<file path="config.mk">
export PLATFORM = sky130hd
export DESIGN_NAME = fetch_queue
export DESIGN_NICKNAME = d
export VERILOG_FILES = /design/src/rtl/fetch_queue_pkg.sv /design/src/rtl/fetch_queue_fq_ram.sv /design/src/rtl/fetch_queue.sv
export SDC_FILE = /design/constraint.sdc
export NUM_CORES = 1
export LEC_CHECK = 0
export ABC_CLOCK_PERIOD_IN_PS = 2700
export BUFFER_PORTS_ARGS = -buffer_cell sky130_fd_sc_hd__buf_2
export CELL_PAD_IN_SITES_DETAIL_PLACEMENT = 1
export CELL_PAD_IN_SITES_GLOBAL_PLACEMENT = 2
export CORE_ASPECT_RATIO = 1.2
export CORE_MARGIN = 2
export CORE_UTILIZATION = 30
export CTS_BUF_LIST = sky130_fd_sc_hd__clkbuf_4 sky130_fd_sc_hd__clkbuf_8
export DETAILED_ROUTE_END_ITERATION = 6
export GPL_ROUTABILITY_DRIVEN = 0
export GPL_TIMING_DRIVEN = 0
export MAX_ROUTING_LAYER = met4
export PLACE_DENSITY_LB_ADDON = 0.1
export SLEW_MARGIN = 10
export SYNTH_ARGS = -nofsm -noshare
export SYNTH_HDL_FRONTEND = slang
export SYNTH_SLANG_ARGS = --single-unit
export TNS_END_PERCENT = 50
</file>
<file path="constraint.sdc">
create_clock -name clock -period 2.7 [get_ports clock]
set_input_delay 0.135 -clock clock [delete_from_list [all_inputs] [get_ports clock]]
set_output_delay 0.135 -clock clock [all_outputs]
set_load 0.05 [all_outputs]
</file>
<file path="src/rtl/fetch_queue_pkg.sv">
// Shared types and defaults for the instruction fetch queue.
// Holds the queue entry layout and the default depth/reset address.
package fetch_queue_pkg;

    localparam int          FQ_DEPTH    = 4;
    localparam logic [31:0] FQ_RESET_PC = 32'h0;

    typedef struct packed {
        logic [31:0] pc;
        logic [31:0] instr;
    } fq_entry_t;

endpackage

</file>
<file path="src/rtl/fetch_queue_fq_ram.sv">
// Circular DEPTH x 64 entry store for the fetch queue: storage, pointers, count.
// Flush clears pointers and count and overrides any push/pop in the same cycle.
module fq_ram
    import fetch_queue_pkg::*;
#(
    parameter int DEPTH = FQ_DEPTH
) (
    input  logic                       clock,
    input  logic                       clear,
    input  logic                       flush,
    input  logic                       push,
    input  logic                       pop,
    input  fq_entry_t                  wdata,
    output fq_entry_t                  head,
    output logic [$clog2(DEPTH):0]     count
);

    localparam int AW = $clog2(DEPTH);
    localparam int CW = AW + 1;

    fq_entry_t       mem [DEPTH];
    logic [AW-1:0]   wr_ptr;
    logic [AW-1:0]   rd_ptr;

    // DEPTH is a power of two, so pointer overflow is the modulo wrap.
    always_ff @(posedge clock or negedge clear) begin
        if (!clear) begin
            wr_ptr <= '0;
            rd_ptr <= '0;
            count  <= '0;
        end else if (flush) begin
            wr_ptr <= '0;
            rd_ptr <= '0;
            count  <= '0;
        end else begin
            if (push) wr_ptr <= wr_ptr + 1'b1;
            if (pop)  rd_ptr <= rd_ptr + 1'b1;
            count <= count + CW'(push) - CW'(pop);
        end
    end

    always_ff @(posedge clock) begin
        if (push && !flush) mem[wr_ptr] <= wdata;
    end

    assign head = mem[rd_ptr];

endmodule

</file>
<file path="src/rtl/fetch_queue.sv">
// Instruction fetch queue: credit-based issue to a synchronous RAM, branch flush.
// Define FQ_BYPASS_EN to forward a returning word straight to id_* when the queue is empty.
module fetch_queue
    import fetch_queue_pkg::*;
#(
    parameter int          DEPTH    = FQ_DEPTH,
    parameter logic [31:0] RESET_PC = FQ_RESET_PC
) (
    input  logic        clock,
    input  logic        clear,
    input  logic        branch_taken,
    input  logic [31:0] branch_addr,
    input  logic        not_stall,
    output logic [31:0] imem_addr,
    input  logic [31:0] imem_data,
    output logic        id_valid,
    output logic [31:0] id_pc,
    output logic [31:0] id_instr
);

    localparam int CW = $clog2(DEPTH) + 1;

    logic [31:0]   fetch_pc;
    logic [31:0]   inflight_pc;
    logic          inflight;
    logic [CW-1:0] count;
    logic [CW:0]   used;
    logic          issue;
    logic          queued;
    logic          bypass;
    logic          push;
    logic          pop;
    fq_entry_t     head;
    fq_entry_t     ret_word;

    // Credit covers the word already in flight, so a push can never hit a full queue.
    assign used  = {1'b0, count} + {{CW{1'b0}}, inflight};
    assign issue = !branch_taken && (used < (CW+1)'(DEPTH));

    always_ff @(posedge clock or negedge clear) begin
        if (!clear) begin
            fetch_pc    <= RESET_PC;
            inflight    <= 1'b0;
            inflight_pc <= 32'h0;
        end else if (branch_taken) begin
            fetch_pc <= branch_addr;
            inflight <= 1'b0;
        end else if (issue) begin
            inflight    <= 1'b1;
            inflight_pc <= fetch_pc;
            fetch_pc    <= fetch_pc + 32'd1;
        end else begin
            inflight <= 1'b0;
        end
    end

    assign imem_addr = fetch_pc;
    assign ret_word  = '{pc: inflight_pc, instr: imem_data};
    assign queued    = (count != '0);

`ifdef FQ_BYPASS_EN
    assign bypass = !queued && inflight;
`else
    assign bypass = 1'b0;
`endif

    // Decode handshake: the head transfers on a clock edge where id_valid and
    // not_stall are both high; id_* stay stable while not_stall is low.
    assign push = inflight && !branch_taken && !(bypass && not_stall);
    assign pop  = queued && not_stall && !branch_taken;

    assign id_valid = queued || bypass;
    assign id_pc    = queued ? head.pc    : (bypass ? inflight_pc : 32'h0);
    assign id_instr = queued ? head.instr : (bypass ? imem_data   : 32'h0);

    fq_ram #(.DEPTH(DEPTH)) u_ram (
        .clock (clock),
        .clear (clear),
        .flush (branch_taken),
        .push  (push),
        .pop   (pop),
        .wdata (ret_word),
        .head  (head),
        .count (count)
    );

endmodule

</file>
==> results of run 1 <==
## metal layers
layer | wire length [um] | share of wire [%] | global-route usage [%] | vias to the layer above
met1 | 15390 | 44 | 20.23 | 3903
met4 | 655 | 1.9 | 4.509 | 0
met5 | 0 | 0 | - | -
met3 | 1576 | 4.5 | 2.992 | 55
li1 | - | - | - | 3466
met2 | 17260 | 49 | 26.73 | 192
## layout by cell type, fill, tap and decap left out, types with 8 or more instances in the layout
cell type / count
clkbuf_8: 65
o21ai_0: 9
clkinv_2: 11
dlygate4sd3_1: 67
edfxtp_1: 256
nand4_1: 19
xnor2_1: 15
ha_1: 8
mux4_2: 64
nand2_1: 29
clkbuf_1: 11
clkbuf_4: 31
nand3_1: 16
nor2_1: 14
and2_1: 66
xor2_1: 15
o21ai_1: 13
dfrtp_1: 71
buf_2: 171
buf_6: 8
mux2_2: 37
## cell families after synthesis
kind of cell             after synthesis  share of synthesized area, %
buffers and inverters                 42                         1.344
AND/OR/NAND/NOR                      185                         8.104
multiplexers                         105                         14.38
adder cells (fa/ha/maj)                9                        0.9090
AO/OA/AOI/OAI                         32                         1.467
XOR/XNOR                              30                         1.988
flip-flops                           328                         71.80
## flip-flops by register name, indices dropped and copies added (netlist names)
signal and count:
u_ram.mem 256, u_ram.wr_ptr 2, inflight_pc 32, u_ram.rd_ptr 2, inflight 1, imem_addr 32
u_ram.count 3
## path summary, 6_finish.rpt
| kind | startpoint | endpoint | slack (ns) | cells past startpoint |
|---|---|---|---|---|
| max reg2reg | u_ram.count[1]$_DFF_PN0_ | u_ram.count[2]$_DFF_PN0_ | 0.21 | 11 |
| max in group asynchronous | clear | inflight_pc[14]$_DFFE_PN0P_ | 1.82 | 4 |
| min reg2reg | inflight_pc[23]$_DFFE_PN0P_ | u_ram.mem[3][55]$_DFFE_PP_ | 0.51 | 0 |
| min in group asynchronous | clear | inflight_pc[27]$_DFFE_PN0P_ | 0.58 | 4 |
| max | u_ram.rd_ptr[0]$_DFFE_PN0P_ | id_pc[4] | 0.18 | 5 |
| min | branch_taken | imem_addr[31]$_DFFE_PN0P_ | 0.20 | 3 |
## power breakdown
| part | internal, mW | leakage (nW) | total, mW | switching, mW |
|---|---|---|---|---|
| Sequential | 6.17 | 3.19 | 6.62 | 0.450 |
| Clock | 2.57 | 0.641 | 4.55 | 1.99 |
| Combinational | 1.80 | 2.33 | 5.49 | 3.69 |
| Total | 10.5 | 6.16 | 16.7 | 6.12 |
## layout make-up
class / instances / area, sq um / share of cell area (%)
plain buffers: 35 / 212.7 / 1.265
clock buffers: 92 / 1097 / 6.525
clock inverters: 16 / 77.57 / 0.4613
inverters: 7 / 26.28 / 0.1562
multi-input cells: 361 / 3563 / 21.19
flip-flops and latches: 328 / 9490 / 56.43
well taps: 559 / 699.4 / 4.159
repair buffers: 237 / 1650 / 9.813
## worst reg2reg max path, stage by stage (launching register included)
cell and delay [ns]:
dfrtp_2 0.44, or3_4 0.43, buf_6 0.18, nand2_1 0.13
nor2_1 0.05, ha_1 0.28, inv_1 0.05, ha_1 0.13
inv_1 0.05, fa_1 0.37, xnor2_1 0.17, nor2_1 0.06
## per-stage QoR
stage / setup slack [ns] / setup TNS, ns / cell area (sq um) / hold slack (ns)
after floorplan: 0.08672 / 0 / 13220 / -0.1606
after global placement: -1.817 / -447.49 / 14730 / 0.3523
after detailed placement: -0.2847 / -0.6638 / 14880 / 0.07268
after CTS: -0.006423 / -0.02519 / 16800 / 0.1588
after global routing: 0.01671 / 0 / 16820 / 0.1916
final: 0.1763 / 0 / 16820 / 0.1969
## repair_timing
item	CTS	global route
endpoints found under the hold margin	234	0
resized for setup	23	13
buffers inserted	0	0
endpoints found under the setup margin	66	52
hold buffers	68	0
==> results.cfg, run 1 <==
[layout]
areaGrowthSynthToFinish_pct = 27.26
instances_no_fill = 1635
nets = 1104
fin_util_pct = 38.56
fillerInstances = 4413
drive_gt1_share_pct = 38.10
antenna_cells = 0

[logic_synthesis]
yosys.area.top_type = edfxtp_1
synth-main-ff-cell = edfxtp_1
synthTopCellsByCount = edfxtp_1 (256), dfrtp_1 (72), and2_1 (70)
postSynthAreaPerCell_sq_um = 18.08
synth_top_area_share_pct = 58.17
ys_async_sr_fraction_pct = 21.95
syn-cell-area_sq_um = 13220
synth-seq-cells = 328
synth.most_common_cell = edfxtp_1
synth_area_leaders = edfxtp_1 (58%), dfrtp_1 (14%), mux4_2 (11%), and2_1 (3.3%), mux2_2 (3.2%)
postSynthCellCount = 731
synth_cell_types = 42
synth_fp_nets = 808
synth-edff-count = 256
yosysSeqAreaShare_pct = 71.80
yosys_warnings = 0

[power_and_ir_drop]
leakage_nw = 6.164
power_density_nw_per_um2 = 990.5
peakVddDrop_mv = 0.3995
total_power_mw = 16.66

[die]
die_w_um = 195.6
rows = 84
io_pins = 165
die_area_sq_um = 45750
core_sq_um = 43620
initial_core_util_pct = 30.30
dieHeight_um = 233.9

[worst_setup_path]
crit_family = buffers and inverters
crit_path_start_kind = flip-flop
max_stage_delay_ns = 0.50
cpMostUsedCell = buf_2
crit_path_cell_trace = buf_2 -> buf_6 -> mux4_2 -> and2_1 -> buf_2
critPathKind = reg -> out
critical_path_buf_inv_count = 3
worstPathRequired_ns = 2.57
arrival_ns = 2.39
worst_path_max_delay_cell = mux4_2
crit_fanout = 6
crit_path_end_kind = output port

[global_route]
grt_overflow = 0
grt_max_degree = 52
grt_pass1_wl_mm = 52.96
antenna_found_initial = 0
grt.total_usage_pct = 16.08
grt_pass1_vias = 8461

[routing]
drt-initial-drc-count = 202
vias = 7616
drcViolationCount = 0
route.detailed.wl_per_inst_um = 21.33
vias_per_cell = 4.658
antenna_left = 0
totalWireLength_mm = 34.88
drt_pre_antenna_iters = 4

[clock_network]
cts_tree = done
numCtsBuffers = 57
cts_num_sinks = 328
clock_latency_ns = 0.61
htreeDepth = 2
cts.path.max_buffers = 3
cts_root_buf = clkbuf_8
clkTransAtPathRegs_ns = 0.06

[place]
port_buffers = 163
placedCellCount = 1459
dp.final_hpwl_mm = 22.26

[timing]
finalSetupViolations = 0
worst_pin_slew_ns = 0.7291
rsz0062_at_grt = no
fin_worst_skew_ns = 0.02002
post-route-min-period_ns = 2.524
max_freq_mhz = 396.2
drv_slew = 0
finalHoldViolCount = 0
finalCritPeriodShare_pct = 93.47
maxSlewHeadroom_pct = 51.40

[min_path]
hold_path_class = in -> reg

[status]
status = finished, final reports clean

[run]
drv_cap = 0
Power figures use the tool's default switching activity.
==> run 2, diff against run 1 <==
Settings changed: ABC_AREA set to 1.
==> run 2 against run 1 <==
Cell count increased by 41%. Critical path type unchanged. Hold slack got worse by 0.12 ns. Area after synthesis increased by 5.3%. Global-route usage increased by 3.2 points. Register-to-register slack improved by 0.06 ns.
==> results.cfg, run 2 <==
[clock_network]
cts_tree = done
cts_root_buf = clkbuf_8
postCtsSetupBuffers = 0
clkTransAtPathRegs_ns = 0.06
htreeDepth = 2
cts_num_sinks = 328
numCtsBuffers = 56
clock_latency_ns = 0.64
cts.path.max_buffers = 3

[layout]
largest_reg_flops = 256
largest_register = u_ram.mem
final_area_sq_um = 17870
mostFrequentLayoutCells = nor2_1 (324), edfxtp_1 (256), nand2_1 (216)
layout_commonest_cell = nor2_1
areaGrowthSynthToFinish_pct = 28.37
fillerInstances = 5210
instances_no_fill = 2299
nets = 1715
drive_gt1_share_pct = 20.63

[worst_setup_path]
cpMostUsedCell = nor2_1
max_stage_delay_ns = 0.48
crit_path_end_kind = output port
rr_startpoint = u_ram.count[1]$_DFF_PN0_
crit_fanout = 10
critPathKind = reg -> out
critical_path_depth = 6
critPathCapture = id_pc[12]
crit_path_cell_trace = clkbuf_1 -> nor2_1 -> nor2_1 -> o21ai_0 -> a21oi_1 -> clkbuf_4
startpoint = u_ram.rd_ptr[0]$_DFFE_PN0P_
crit_family = buffers and inverters
worst_path_max_delay_cell = clkbuf_1
r2r_slack_ns = 0.27
critical_path_buf_inv_count = 2
arrival_ns = 2.38
worstPathRequired_ns = 2.57
crit-reg2reg-capture = u_ram.count[2]$_DFF_PN0_
crit_path_start_kind = flip-flop
r2r_cells = 11

[routing]
drt-initial-drc-count = 410
vias_per_cell = 4.563
totalWireLength_mm = 44.23
vias = 10490
drt_pre_antenna_iters = 4
antenna_left = 0
route.detailed.wl_per_inst_um = 19.24
drcViolationCount = 0

[die]
dieHeight_um = 240.0
core_sq_um = 45840
die_w_um = 200.6
io_pins = 165
initial_core_util_pct = 30.36
rows = 86
die_area_sq_um = 48140

[power_and_ir_drop]
power_density_nw_per_um2 = 1045
leakage_nw = 7.119
peakVddDrop_mv = 0.3538
total_power_mw = 18.68

[logic_synthesis]
synthTopCellsByCount = nor2_1 (328), edfxtp_1 (256), nand2_1 (216)
synth_fp_nets = 1415
yosysSeqAreaShare_pct = 68.18
synth_cell_types = 29
synth-seq-cells = 328
postSynthCellCount = 1338
yosys_warnings = 0
synth-edff-count = 256
syn-cell-area_sq_um = 13920
synth-main-ff-cell = edfxtp_1
synth.most_common_cell = nor2_1
synth_top_area_share_pct = 55.23
yosys.area.top_type = edfxtp_1
synth_area_leaders = edfxtp_1 (55%), dfrtp_1 (13%), nor2_1 (8.8%), nand2_1 (5.8%), o21ai_0 (5.8%)
ys_async_sr_fraction_pct = 21.95
postSynthAreaPerCell_sq_um = 10.40

[place]
placedCellCount = 2127
port_buffers = 163
place_area_sq_um = 15760
dp.final_hpwl_mm = 30.11
pre_cts_ws_ns = 0.03833

[timing]
worst_slack_ns = 0.1821
finalHoldViolCount = 0
maxSlewHeadroom_pct = 45.30
fin_worst_skew_ns = 0.03654
max_freq_mhz = 397.2
rsz0062_at_grt = yes
finalCritPeriodShare_pct = 93.26
finalSetupViolations = 0
post-route-min-period_ns = 2.518
worst_pin_slew_ns = 0.8186
drv_slew = 0

[global_route]
grt_pass1_vias = 11420
antenna_found_initial = 1
grt.total_usage_pct = 19.24
grt.met1_usage_pct = 22.77
grtUsageMet2_pct = 33.56
use_met3_pct = 3.307
grt_overflow = 0
grt_pass1_wl_mm = 67.46
grt_max_degree = 45
grt-busiest-layer = met2

[status]
status = finished, final reports clean

[run]
drv_cap = 0

[min_path]
hold_path_class = in -> async
run 2: cell count changes after synthesis, moves of 61 or more:
| cell | delta |
|---|---|
| mux4_2 | -64 |
| inv_1 | +61 |
| and2_1 | -70 |
| a21oi_1 | +84 |
| o21ai_0 | +152 |
| nor2_1 | +314 |
| nand2_1 | +187 |
run 2: worst reg2reg max path, delay by kind of cell (launching register included):
kind                       cells  cell delay [ns]
xor gates and xnor gates       1             0.15
adders and majority gates      3             0.81
buffers and inverters          3             0.29
DFF                            1             0.44
and+or+nand+nor                4             0.61
run 2: area by class of cell:
cell class / instances / area, sq um / area share [%]
antenna: 1 / 2.502 / 0.01401
clock inverter: 28 / 344.1 / 1.926
buffer: 68 / 361.6 / 2.024
timing repair buffer: 242 / 1767 / 9.888
sequential: 328 / 9489 / 53.11
clock buffer: 74 / 968.4 / 5.420
inverter: 69 / 259.0 / 1.450
multi-input combinational: 873 / 3905 / 21.86
tap: 616 / 770.7 / 4.314
run 2: cell families after synthesis:
kind of cell    share of synthesized area [%]
simple gates                            16.67
compound gates                          9.250
buf+inv                                 4.099
xor+xnor                               0.9439
fa+ha+maj                              0.8630
flops                                   68.18
run 2: stage by stage:
| step | util (%) | TNS [ns] | hold slack, ns |
|---|---|---|---|
| floorplan | - | -23.31 | -0.1606 |
| global placement | 33.85 | -460.28 | 0.3488 |
| detailed placement | 34.38 | 0 | 0.1166 |
| CTS | 38.88 | 0 | 0.02322 |
| global route | 38.98 | 0 | 0.05491 |
| finish | 38.98 | 0 | 0.07814 |
run 2: repair_timing:
item | in CTS | in global routing
pin swaps | 0 | 1
setup endpoints to repair | 60 | 26
endpoints found under the hold margin | 235 | 0
hold buffers | 69 | 0
resized for setup | 23 | 20
run 2: how the worst min path moves through the flow:
stage / slack [ns] / endpoint / cells past startpoint / from
after floorplan: -0.16 / imem_addr[0]$_DFFE_PN0P_ / 0 / clear
after CTS: 0.02 / u_ram.rd_ptr[1]$_DFFE_PN0P_ / 3 / clear
after detailed placement: 0.12 / imem_addr[2]$_DFFE_PN0P_ / 1 / clear
after global placement: 0.35 / u_ram.mem[1][12]$_DFFE_PP_ / 1 / imem_data[12]
after global routing: 0.05 / u_ram.rd_ptr[0]$_DFFE_PN0P_ / 3 / clear
final: 0.08 / u_ram.rd_ptr[0]$_DFFE_PN0P_ / 3 / clear
run 2: where the power goes:
| part | switching [mW] | leakage (nW) | total, mW | internal [mW] |
|---|---|---|---|---|
| clock network | 2.11 | 0.677 | 5.22 | 3.11 |
| logic | 5.03 | 3.25 | 6.58 | 1.56 |
| registers | 0.602 | 3.20 | 6.87 | 6.27 |
| total | 7.74 | 7.12 | 18.7 | 10.9 |
run 2: routing by layer:
metal / routed length [um] / vias up
met2: 22340 / 193
met3: 1666 / 68
li1: - / 5130
met1: 19140 / 5100
met4: 1088 / 0
met5: 0 / -
==> run 3, diff against run 2 <==
Settings changed: CORE_ASPECT_RATIO 1.2 to 1.75, CORE_UTILIZATION 30 to 35.
==> run 3 against run 2 <==
Cell count down 6.3%. Clock power decreased by 19%. First-iteration DRC count fell by 2.4%. Clock skew shrank 0.019 ns. Combinational power is 2% lower. Sequential share of layout area grew 1.5 points. Via count about the same. Critical endpoint unchanged.
==> results.cfg, run 3 (synthesis results as in run 2) <==
[layout]
drive_gt1_share_pct = 19.54
nets = 1707
largest_reg_flops = 256
areaGrowthSynthToFinish_pct = 24.87
final_area_sq_um = 17380
fillerInstances = 4407
largest_register = u_ram.mem
mostFrequentLayoutCells = nor2_1 (324), edfxtp_1 (256), nand2_1 (216)
layout_commonest_cell = nor2_1

[die]
dieHeight_um = 267.8
initial_core_util_pct = 35.44
die_area_sq_um = 41440
core_sq_um = 39280
die_w_um = 154.7
rows = 96
io_pins = 165

[power_and_ir_drop]
swShare_pct = 42.49
power_frac_seq_pct = 39.0
leakage_nw = 6.957
switchingPower_mw = 7.443
pwr-share-clk_pct = 24.0
peakVddDrop_mv = 0.5208
total_power_mw = 17.52
internal_power_mw = 10.07
power_density_nw_per_um2 = 1008
combinationalPowerShare_pct = 37.0

[clock_network]
cts.path.max_buffers = 3
cts_num_sinks = 328
postCtsSetupBuffers = 0
clock_latency_ns = 0.57
cts_tree = done
cts_root_buf = clkbuf_8
htreeDepth = 2
clkTransAtPathRegs_ns = 0.07
numCtsBuffers = 48

[routing]
totalWireLength_mm = 42.15
drcViolationCount = 0
vias = 10480
antenna_left = 0
drt_pre_antenna_iters = 5
drt-initial-drc-count = 400
vias_per_cell = 4.866
route.detailed.wl_per_inst_um = 19.57

[timing]
worst_pin_slew_ns = 0.8176
finalHoldViolCount = 0
maxSlewHeadroom_pct = 45.37
finalCritPeriodShare_pct = 93.55
fin_worst_skew_ns = 0.01733
post-route-min-period_ns = 2.526
drv_slew = 0
tns_ns = 0
max_freq_mhz = 395.9
fin_hold_ws_ns = 0.04393
rsz0062_at_grt = no
finalSetupViolations = 0
worst_slack_ns = 0.1742

[worst_setup_path]
critPathCapture = id_pc[12]
crit_path_end_kind = output port
startpoint = u_ram.rd_ptr[0]$_DFFE_PN0P_
r2r_cells = 6
crit-reg2reg-capture = u_ram.mem[3][10]$_DFFE_PP_
critPathKind = reg -> out
worstPathRequired_ns = 2.57
rr_startpoint = inflight$_DFF_PN0_
crit_path_start_kind = flip-flop
r2r_slack_ns = 0.29
arrival_ns = 2.39
crit_fanout = 10

[place]
place_area_sq_um = 15660
pre_cts_ws_ns = 0.09765
dp.final_hpwl_mm = 29.96
port_buffers = 163

[global_route]
antenna_found_initial = 1
grt_max_degree = 43
grt_overflow = 0
grt_pass1_vias = 11280
grt.total_usage_pct = 21.16
grt_pass1_wl_mm = 64.18

[run]
drv_cap = 0

[min_path]
hold_path_class = in -> reg

[status]
status = finished, final reports clean
[run 3: worst max-delay path, cell delays in order, from the launching register on]
cell and delay [ns]:
dfrtp_1 0.39, clkbuf_1 0.46, nor2_1 0.10, nor2_1 0.10, o21ai_0 0.09, a21oi_1 0.34
buf_2 0.33
[run 3: how the worst min path moves through the flow]
stage	from	end	depth (start not counted)
final	branch_taken	u_ram.wr_ptr[0]$_DFFE_PN0P_	4
after global routing	clear	u_ram.count[1]$_DFF_PN0_	2
after CTS	branch_taken	u_ram.wr_ptr[0]$_DFFE_PN0P_	4
after detailed placement	clear	u_ram.count[1]$_DFF_PN0_	1
after global placement	imem_data[2]	u_ram.mem[0][2]$_DFFE_PP_	1
after floorplan	clear	imem_addr[0]$_DFFE_PN0P_	0
[run 3: metal layers]
metal	GRT usage (%)	vias up	routed length, um
met2	40.00	215	23200
met4	8.083	0	1420
met3	3.064	65	1536
met1	22.04	5121	16000
li1	-	5081	-
met5	-	-	0
[run 3: final cells by class]
class	instances	area (sq um)	area share, %
sequential	328	9489	54.60
multi-input combinational	873	3897	22.42
timing repair buffer	242	1777	10.22
clock buffer	65	825.8	4.751
tap	490	613.1	3.527
buffer	68	337.8	1.944
inverter	69	259.0	1.490
clock inverter	18	178.9	1.029
antenna	1	2.502	0.01440
[run 3: power by group through the flow]
stage	sequential, mW	clock, mW	combinational, mW
3_5_place_dp	6.94	0	6.45
3_3_place_gp	6.92	0	6.32
5_1_grt	6.92	4.55	7.02
2_1_floorplan	7.14	0	4.06
4_1_cts	6.84	4.37	6.59
6_report	6.83	4.21	6.48
[run 3: metrics by stage]
| stage | instances | util [%] |
|---|---|---|
| after global placement | 1991 | 39.10 |
| final | 2154 | 44.25 |
| after detailed placement | 2003 | 39.86 |
| after CTS | 2153 | 44.20 |
| after global routing | 2154 | 44.25 |
| after floorplan | 1338 | - |
[run 3: what timing repair did]
item,4_1_cts,5_1_grt
gates resized for setup,13,12
hold buffers,67,0
setup endpoints to repair,53,23
hold endpoints to repair,233,0
